## config.mk

```make
export PLATFORM = sky130hd
export DESIGN_NAME = regfile_mp_flat
export DESIGN_NICKNAME = d
export VERILOG_FILES = /design/src/rtl/regfile_pkg.sv /design/src/rtl/regfile_mp_if.sv /design/src/rtl/regfile_scoreboard.sv /design/src/rtl/regfile_mp.sv /design/src/flat_wrapper.sv
export SDC_FILE = /design/constraint.sdc
export NUM_CORES = 2
export LEC_CHECK = 0
export BUFFER_PORTS_ARGS = -buffer_cell sky130_fd_sc_hd__buf_2
export CORE_MARGIN = 2
export CORE_UTILIZATION = 30
export DETAILED_ROUTE_END_ITERATION = 6
export SLEW_MARGIN = 20
export SYNTH_ARGS = -nofsm -noshare
export SYNTH_HDL_FRONTEND = slang
export SYNTH_HIERARCHICAL = 1
export SYNTH_SLANG_ARGS = --single-unit
```

## constraint.sdc

```tcl
create_clock -name clk -period 3 [get_ports clk]
set_input_delay 0.6 -clock clk [delete_from_list [all_inputs] [get_ports clk]]
set_output_delay 0.6 -clock clk [all_outputs]
set_load 0.01 [all_outputs]
```

## src/rtl/regfile_pkg.sv

```systemverilog
// Shared defaults and the address-width helper for the multi-port register file.
package regfile_pkg;

   localparam int DATA_W_DEF   = 32;
   localparam int NUM_REGS_DEF = 32;
   localparam int NUM_RD_DEF   = 2;

   // Never returns less than 1, so a two-entry file still gets a one-bit address.
   function automatic int clog2(input int n);
      int r;
      r = 1;
      for (int i = 1; i < 31; i++) begin
         if ((1 << i) < n) r = i + 1;
      end
      return r;
   endfunction

endpackage

```

## src/rtl/regfile_mp_if.sv

```systemverilog
// Issue/writeback bus of the register file: read ports, write port, busy set and flush.
interface regfile_mp_if
   import regfile_pkg::*;
#(
   parameter int DATA_W   = DATA_W_DEF,
   parameter int NUM_REGS = NUM_REGS_DEF,
   parameter int NUM_RD   = NUM_RD_DEF
);
   localparam int AW = clog2(NUM_REGS);

   logic                     rd_en;
   logic [NUM_RD*AW-1:0]     rd_addr;
   logic [NUM_RD*DATA_W-1:0] rd_data;
   logic [NUM_RD-1:0]        rd_busy;
   logic                     wr_en;
   logic [AW-1:0]            wr_addr;
   logic [DATA_W-1:0]        wr_data;
   logic                     set_busy_en;
   logic [AW-1:0]            set_busy_addr;
   logic                     flush;

   modport master (
      output rd_en, rd_addr, wr_en, wr_addr, wr_data, set_busy_en, set_busy_addr, flush,
      input  rd_data, rd_busy
   );

   modport slave (
      input  rd_en, rd_addr, wr_en, wr_addr, wr_data, set_busy_en, set_busy_addr, flush,
      output rd_data, rd_busy
   );

endinterface

```

## src/rtl/regfile_scoreboard.sv

```systemverilog
// Per-register busy bits: flush beats set, set beats writeback clear; r0 optionally never busy.
module regfile_scoreboard
   import regfile_pkg::*;
#(
   parameter int NUM_REGS = NUM_REGS_DEF,
   parameter int R0_ZERO  = 1
) (
   input  logic                clk,
   input  logic                rst_n,
   input  logic [NUM_REGS-1:0] set_i,
   input  logic [NUM_REGS-1:0] clear_i,
   input  logic                flush_i,
   output logic [NUM_REGS-1:0] busy_o
);

   logic [NUM_REGS-1:0] busy_q;
   logic [NUM_REGS-1:0] busy_d;

   always_comb begin
      busy_d = busy_q;
      if (flush_i) begin
         busy_d = '0;
      end else begin
         busy_d = (busy_q & ~clear_i) | set_i;
      end
      if (R0_ZERO != 0) busy_d[0] = 1'b0;
   end

   always_ff @(posedge clk or negedge rst_n) begin
      if (!rst_n) busy_q <= '0;
      else        busy_q <= busy_d;
   end

   assign busy_o = busy_q;

endmodule

```

## src/rtl/regfile_mp.sv

```systemverilog
// Multi-read-port register file with registered reads, optional write bypass,
// optional hardwired-zero r0 and a busy scoreboard for issue/writeback.
module regfile_mp
   import regfile_pkg::*;
#(
   parameter int DATA_W   = DATA_W_DEF,
   parameter int NUM_REGS = NUM_REGS_DEF,
   parameter int NUM_RD   = NUM_RD_DEF,
   parameter int R0_ZERO  = 1,
   parameter int BYPASS   = 1
) (
   input logic          clk,
   input logic          rst_n,
   regfile_mp_if.slave  bus
);

   localparam int AW = clog2(NUM_REGS);

   logic [DATA_W-1:0]        regs_q [NUM_REGS];
   logic [NUM_REGS-1:0]      set_vec;
   logic [NUM_REGS-1:0]      clr_vec;
   logic [NUM_REGS-1:0]      busy;
   logic                     wr_eff;
   logic [AW-1:0]            rd_a [NUM_RD];
   logic [NUM_RD*DATA_W-1:0] rd_data_d, rd_data_q;
   logic [NUM_RD-1:0]        rd_busy_d, rd_busy_q;

   function automatic logic addr_ok(input logic [AW-1:0] a);
      return (32'(a) < 32'(NUM_REGS)) && !((R0_ZERO != 0) && (a == '0));
   endfunction

   always_comb wr_eff = bus.wr_en && addr_ok(bus.wr_addr);

   // Out-of-range addresses never match any index, so the decode also filters them.
   always_comb begin
      set_vec = '0;
      clr_vec = '0;
      for (int unsigned r = 0; r < NUM_REGS; r++) begin
         if (wr_eff && (32'(bus.wr_addr) == r))            clr_vec[r] = 1'b1;
         if (bus.set_busy_en && (32'(bus.set_busy_addr) == r)) set_vec[r] = 1'b1;
      end
   end

   regfile_scoreboard #(
      .NUM_REGS (NUM_REGS),
      .R0_ZERO  (R0_ZERO)
   ) u_scoreboard (
      .clk     (clk),
      .rst_n   (rst_n),
      .set_i   (set_vec),
      .clear_i (clr_vec),
      .flush_i (bus.flush),
      .busy_o  (busy)
   );

   always_ff @(posedge clk or negedge rst_n) begin
      if (!rst_n) begin
         for (int unsigned r = 0; r < NUM_REGS; r++) regs_q[r] <= '0;
      end else if (wr_eff) begin
         regs_q[bus.wr_addr] <= bus.wr_data;
      end
   end

   always_comb begin
      rd_data_d = '0;
      rd_busy_d = '0;
      for (int unsigned p = 0; p < NUM_RD; p++) begin
         rd_a[p] = bus.rd_addr[p*AW +: AW];
         if (addr_ok(rd_a[p])) begin
            if ((BYPASS != 0) && wr_eff && (bus.wr_addr == rd_a[p])) begin
               rd_data_d[p*DATA_W +: DATA_W] = bus.wr_data;
               rd_busy_d[p]                  = 1'b0;
            end else begin
               rd_data_d[p*DATA_W +: DATA_W] = regs_q[rd_a[p]];
               rd_busy_d[p]                  = busy[rd_a[p]];
            end
         end
      end
   end

   always_ff @(posedge clk or negedge rst_n) begin
      if (!rst_n) begin
         rd_data_q <= '0;
         rd_busy_q <= '0;
      end else if (bus.rd_en) begin
         rd_data_q <= rd_data_d;
         rd_busy_q <= rd_busy_d;
      end
   end

   assign bus.rd_data = rd_data_q;
   assign bus.rd_busy = rd_busy_q;

endmodule

```

## src/flat_wrapper.sv

```systemverilog
// flat-port wrapper written by rule: the top's interface ports become plain ports
module regfile_mp_flat import regfile_pkg::*;
#(
   parameter int DATA_W   = DATA_W_DEF,
   parameter int NUM_REGS = NUM_REGS_DEF,
   parameter int NUM_RD   = NUM_RD_DEF,
   parameter int R0_ZERO  = 1,
   parameter int BYPASS   = 1
)
  (clk, rst_n, bus_rd_en, bus_rd_addr, bus_wr_en, bus_wr_addr, bus_wr_data, bus_set_busy_en, bus_set_busy_addr, bus_flush, bus_rd_data, bus_rd_busy);
  regfile_mp_if #(.DATA_W(DATA_W), .NUM_REGS(NUM_REGS), .NUM_RD(NUM_RD)) bus_i ();
  input logic clk;
  input logic rst_n;
  input wire logic [$bits(bus_i.rd_en)-1:0] bus_rd_en;
  input wire logic [$bits(bus_i.rd_addr)-1:0] bus_rd_addr;
  input wire logic [$bits(bus_i.wr_en)-1:0] bus_wr_en;
  input wire logic [$bits(bus_i.wr_addr)-1:0] bus_wr_addr;
  input wire logic [$bits(bus_i.wr_data)-1:0] bus_wr_data;
  input wire logic [$bits(bus_i.set_busy_en)-1:0] bus_set_busy_en;
  input wire logic [$bits(bus_i.set_busy_addr)-1:0] bus_set_busy_addr;
  input wire logic [$bits(bus_i.flush)-1:0] bus_flush;
  output wire logic [$bits(bus_i.rd_data)-1:0] bus_rd_data;
  output wire logic [$bits(bus_i.rd_busy)-1:0] bus_rd_busy;
  assign bus_i.rd_en = bus_rd_en;
  assign bus_i.rd_addr = bus_rd_addr;
  assign bus_i.wr_en = bus_wr_en;
  assign bus_i.wr_addr = bus_wr_addr;
  assign bus_i.wr_data = bus_wr_data;
  assign bus_i.set_busy_en = bus_set_busy_en;
  assign bus_i.set_busy_addr = bus_set_busy_addr;
  assign bus_i.flush = bus_flush;
  assign bus_rd_data = bus_i.rd_data;
  assign bus_rd_busy = bus_i.rd_busy;
  regfile_mp #(.DATA_W(DATA_W), .NUM_REGS(NUM_REGS), .NUM_RD(NUM_RD), .R0_ZERO(R0_ZERO), .BYPASS(BYPASS)) u_core (.clk(clk), .rst_n(rst_n), .bus(bus_i));
endmodule
```

# Word-level counts from Yosys, hierarchy flattened
# Cells that the tools add are included.
[op_classes]
order_cmp = 6
n_eq_ne = 64
n_mux = 86
bitwise_logic = 6
n_reduce_logical = 73
[op_table]
columns = ["operator", "count"]
rows = [
  ["1024-bit bitwise mux", 1],
  ["32-bit binary-select mux with 5-bit select", 2],
  ["32-bit 2-to-1 mux", 10],
  ["32-bit demux with 5-bit select", 1],
  ["5-bit equality test (second input constant)", 32],
  ["5-bit by 4-bit equality test with 1-bit output (second input constant)", 16],
  ["1-bit 2-to-1 mux", 70],
  ["1-bit logical AND", 68],
  ["5-bit by 3-bit equality test with 1-bit output (second input constant)", 8],
  ["32-bit AND", 1],
  ["32-bit inverter", 1],
  ["32-bit bitwise OR", 1],
  ["5-bit by 2-bit equality test with 1-bit output (second input constant)", 4],
  ["5-bit zero test", 4],
  ["6-bit greater-or-equal comparator (second input constant)", 3],
  ["5-bit inverter with 6-bit output", 3],
  ["5-bit by 6-bit less-than comparator with 1-bit output (second input constant)", 2],
  ["1-bit binary-select mux with 5-bit select", 2],
  ["5-bit by 1-bit equality test with 1-bit output (second input constant)", 2],
  ["5-bit equality test", 2],
  ["6-bit by 1-bit less-than comparator with 1-bit output (second input constant)", 1],
  ["1-bit zero test", 1],
]
[totals]
regBits = 1121
word_cells = 270

# Longest topological paths before layout
[depth]
depth_word = 9
mapped_depth = 9
depth_no_buf = 6

# By module
# Netlist, hierarchy kept.
[modules_own_cells]
columns = ["module", "n_inst", "cells_per_inst", "area_each_um2"]
rows = [
  ["regfile_mp", 1, 4381, 56882.1],
  ["regfile_scoreboard", 1, 129, 1286.2],
]

# Worst setup path before layout
# OpenSTA, ideal clock, no wires.
[synth_path]
kind = "input to register"
start = "input bus_rd_addr[5]"
end = "register u_core.rd_data_q[33] (netlist: u_core/bus.rd_data[33])"
arrival_time_ps = 2296
path_slack_ps = 569
cell_stages = 8
path_cell_list = "buf_2 -> buf_2 -> buf_2 -> mux2_2 -> a221oi_1 -> nand2_1 -> a21oi_1 -> o211ai_1"
[synth_via]
elab_chain_cells = 6
elab_cells_between_ends = 9
cone_classes = "eq/ne: 1; mux: 5; bitwise: 1; reduce/logical: 2"
[synth_rtl]
columns = ["element", "line", "text"]
rows = [
  ["start: declaration", "flat_wrapper.sv:15", "input wire logic [$bits(bus_i.rd_addr)-1:0] bus_rd_addr;"],
  ["5-bit inverter with 6-bit output (implied by the code)", "regfile_mp.sv:74", "rd_data_d[p*DATA_W +: DATA_W] = regs_q[rd_a[p]];"],
  ["32-bit binary-select mux with 5-bit select", "regfile_mp.sv:74", ""],
  ["32-bit 2-to-1 mux (implied by the code) (2 in series)", "regfile_mp.sv:74", ""],
  ["32-bit 2-to-1 mux", "regfile_mp.sv:70", "if ((BYPASS != 0) && wr_eff && (bus.wr_addr == rd_a[p])) begin"],
  ["32-bit 2-to-1 mux *", "regfile_mp.sv:69", "if (addr_ok(rd_a[p])) begin"],
  ["end signal: assignment", "regfile_mp.sv:86", "rd_data_q <= rd_data_d;"],
  ["end: declaration", "regfile_mp.sv:25", "logic [NUM_RD*DATA_W-1:0] rd_data_d, rd_data_q;"],
]
# Mark *: on every way between the ends. The rest lies on a longest branch, timed or not. The select of a mux whose other input is x is not followed.
# A chain may end at the register's enable or synchronous reset.

# Worst setup path in the final report
[layout_path]
start = "input bus_rd_addr[5]"
end = "register u_core.rd_data_q[54] (netlist: u_core/bus.rd_data[54])"
# Same word-level chain as after synthesis.

==> qor.tcl <==
set qor(drt_wl_total_mm) 203.1
set qor(holdPathStages) 4
set qor(yosysWarningCount) 6
set qor(cts_tree) {done}
set qor(clkLatencyLatePin_ps) 780
set qor(cp_max_fo) 42
set qor(worst_r2r_path_depth) 4
set qor(final.setup.worst_slack_ps) 794.4
set qor(finalCritPeriodShare_pct) 73.52
set qor(critPathSlowestCell) {sky130_fd_sc_hd__mux4_2}
set qor(fin_skew_ps) 46.30
set qor(leakagePower_uw) 0.02945
set qor(synth.cell_area_mm2) 0.05816
set qor(clock_tree.buffer_depth) 3
set qor(critPathKind) {in2reg}
set qor(via_count_of_the_first_global_routing_pass) 41918
set qor(clkSlewWorstSetupHoldPaths_ps) 60
set qor(cp.depth) 7
set qor(result_of_the_run) {completed}
set qor(die_x_um) 444.3
set qor(fillers) 18524
set qor(finalNetCount) 4568
set qor(end_kind) {flop}
set qor(drt-pass1-iter-count) 6
set qor(number_of_nets_produced_by_synthesis) 4566
set qor(tightest_slew_ps) 1011
set qor(crit_reg_reg_endpoint) {u_core/bus.rd_data[22]$_DFFE_PN0P_}
set qor(cts_root_buffer) {sky130_fd_sc_hd__clkbuf_16}
set qor(timing.critical_path.arrival_ps) 2860
set qor(max_cap_viol_count) 0
set qor(postCtsSetupRepairBufs) 0
set qor(critical_path.cell_chain) {buf_8 -> buf_12 -> buf_12 -> mux4_2 -> a22o_1 -> a221oi_1 -> o21ai_1}
set qor(maxClockFrequency_mhz) 453.4
set qor(finalCriticalPeriod_ps) 2206
set qor(rsz0062_at_grt) {no}
set qor(grt_overflow) 0
set qor(portBuffers) 123
set qor(avg_cell_area_syn_um2) 12.90
set qor(reg2reg_slack_ps) 1110
set qor(post_route_cells_drive_above_1_share_pct) 37.40
set qor(global_route.usage.total_pct) 20.39
set qor(core.rowCount) 161
set qor(per_cell_via_count_in_the_routed_design) 5.749
set qor(timing.critical_path.slowest_cell_delay_ps) 500
set qor(wl_per_cell_um) 28.41
set qor(detail-route-antenna-nets) 0
set qor(area_growth_syn_to_layout_pct) 15.27
set qor(finalWeightedCongestion) 0.8876
set qor(grt_pass1_wl_mm) 298.8
set qor(detail_route.iter0.violations) 4633
set qor(holdCritPathClass) {in2reg}
set qor(timing_hold_violations_final) 0
set qor(slew-limit-headroom_pct) 32.47
set qor(synth_cells) 4508
set qor(setup-violations-final) 0
set qor(cell_mode_on_critical_path) {sky130_fd_sc_hd__buf_12}
set qor(start_kind) {input port}
set qor(via_count) 41102
set qor(power_per_cell_area_mw_per_mm2) 654.2
set qor(dp.final_hpwl_mm) 123.6
set qor(die_h_um) 444.3
set qor(layoutNonFillerInstCount) 7149
set qor(vdd.ir_drop.worst_mv) 0.5199
set qor(antenna_violations_before_repair) 20
set qor(critPathRequiredTime_ps) 3650
set qor(detail_route.drc_violations) 0
set qor(slew_viol_final) 0
set qor(placed_cells) 6918
set qor(ctsHtreeMaxLevel) 3
set qor(worst_hold_path.endpoint) {u_core/u_scoreboard/busy_o[4]$_DFF_PN0_}
set qor(core_area_mm2) 0.1926
set qor(clkSinkCount) 1121
set qor(worst_r2r_startpoint) {u_core/regs_q[54]$_DFFE_PN0P_}
set qor(critical_path_buf_inv_count) 3
set qor(cpLargestDelayFamily) {buffers and inverters}
set qor(grt_start_max_net_pins) 102
set qor(die_area_mm2) 0.1974
set qor(tritoncts.num_buffers) 115
set qor(dpl_worst_slack_ps) 20.40
set qor(timing.setup.tns_ps) 0
set qor(io_pins) 124
set qor(worst_hold_startpoint) {bus_set_busy_addr[1]}
set qor(initial_core_util_pct) 30.20
-- layout make-up --
| type | instances | area, um2 | share of cell area, % |
|---|---|---|---|
| Clock buffer | 173 | 3418 | 5.099 |
| Sequential cell | 1121 | 28050 | 41.84 |
| Inverter | 47 | 176.4 | 0.2631 |
| Antenna cell | 16 | 40.04 | 0.05972 |
| Clock inverter | 41 | 590.6 | 0.8809 |
| Timing Repair Buffer | 357 | 3563 | 5.315 |
| Tap cell | 2526 | 3161 | 4.714 |
| Multi-Input combinational cell | 2868 | 28040 | 41.83 |
-- tightest hold or removal path, stage by stage --
cell                      delay [ps]
sky130_fd_sc_hd__buf_2           190
sky130_fd_sc_hd__nor3_1           70
sky130_fd_sc_hd__inv_1            50
sky130_fd_sc_hd__a21oi_1          50
-- worst max path at each step --
stage	from	to
final	bus_rd_addr[5]	u_core/bus.rd_data[54]$_DFFE_PN0P_
after global routing	bus_rd_addr[5]	u_core/bus.rd_data[58]$_DFFE_PN0P_
after CTS	u_core/bus.rd_data[1]$_DFFE_PN0P_	bus_rd_data[1]
after detailed placement	bus_rd_addr[5]	u_core/bus.rd_data[49]$_DFFE_PN0P_
after global placement	bus_rd_addr[5]	u_core/bus.rd_data[49]$_DFFE_PN0P_
after floorplan	bus_rd_addr[5]	u_core/bus.rd_data[33]$_DFFE_PN0P_
-- registers in the layout, indices dropped and copies added (netlist names) --
name / count
u_core/bus.rd_busy: 2
u_core/bus.rd_data: 64
u_core/regs_q: 1024
u_core/u_scoreboard/busy_o: 31
-- per-layer routing --
layer / routed length [um] / track usage (%) / up-vias
met3: 14790 / 3.513 / 518
met1: 77960 / 25.54 / 21930
met2: 98890 / 33.21 / 2000
li1: - / - / 16650
met4: 11420 / 11.85 / 4
met5: 22 / 0 / -
-- layout by cell type (no fill, tap or decap), types with 10 or more instances in the layout --
cell / n
sky130_fd_sc_hd__a21oi_1: 41
sky130_fd_sc_hd__a221oi_1: 64
sky130_fd_sc_hd__a222oi_1: 60
sky130_fd_sc_hd__a22o_1: 60
sky130_fd_sc_hd__a22oi_1: 126
sky130_fd_sc_hd__buf_12: 91
sky130_fd_sc_hd__buf_2: 118
sky130_fd_sc_hd__buf_4: 142
sky130_fd_sc_hd__bufinv_16: 11
sky130_fd_sc_hd__clkbuf_1: 28
sky130_fd_sc_hd__clkbuf_16: 117
sky130_fd_sc_hd__clkbuf_8: 28
sky130_fd_sc_hd__clkinv_2: 17
sky130_fd_sc_hd__dfrtp_1: 1121
sky130_fd_sc_hd__diode_2: 16
sky130_fd_sc_hd__inv_1: 36
sky130_fd_sc_hd__inv_2: 11
sky130_fd_sc_hd__mux2_1: 78
sky130_fd_sc_hd__mux2_2: 604
sky130_fd_sc_hd__mux2i_1: 26
sky130_fd_sc_hd__mux4_2: 518
sky130_fd_sc_hd__nand2_1: 1029
sky130_fd_sc_hd__nand2_2: 17
sky130_fd_sc_hd__nand2b_1: 40
sky130_fd_sc_hd__nor2_1: 31
sky130_fd_sc_hd__nor2_4: 18
sky130_fd_sc_hd__o21ai_1: 60
sky130_fd_sc_hd__xnor2_1: 10
-- through the flow --
step | total power (uW) | instance area, um2 | utilization (%) | hold slack, ps
3_3_place_gp | 28400 | 62980 | 32.70 | 377.0
2_1_floorplan | 25630 | 58160 | - | 304.4
3_5_place_dp | 28770 | 62980 | 32.70 | 383.3
5_1_grt | 45670 | 67040 | 34.81 | 299.1
6_report | 43860 | 67040 | 34.81 | 252.7
4_1_cts | 44050 | 67000 | 34.79 | 221.9
-- power by group --
group / leakage [uW] / internal [uW] / switching [uW]
Combinational: 0.0130 / 4810 / 3600
Sequential: 0.0145 / 17900 / 2290
Clock: 0.00197 / 8830 / 6430
Total: 0.0295 / 31500 / 12300
-- what timing repair did --
action | CTS | global route
endpoints found under the setup margin | 0 | 0
hold buffers | 1 | 0
endpoints found under the hold margin | 17 | 0
resized for setup | 0 | 0
(Power assumes the default switching activity.)
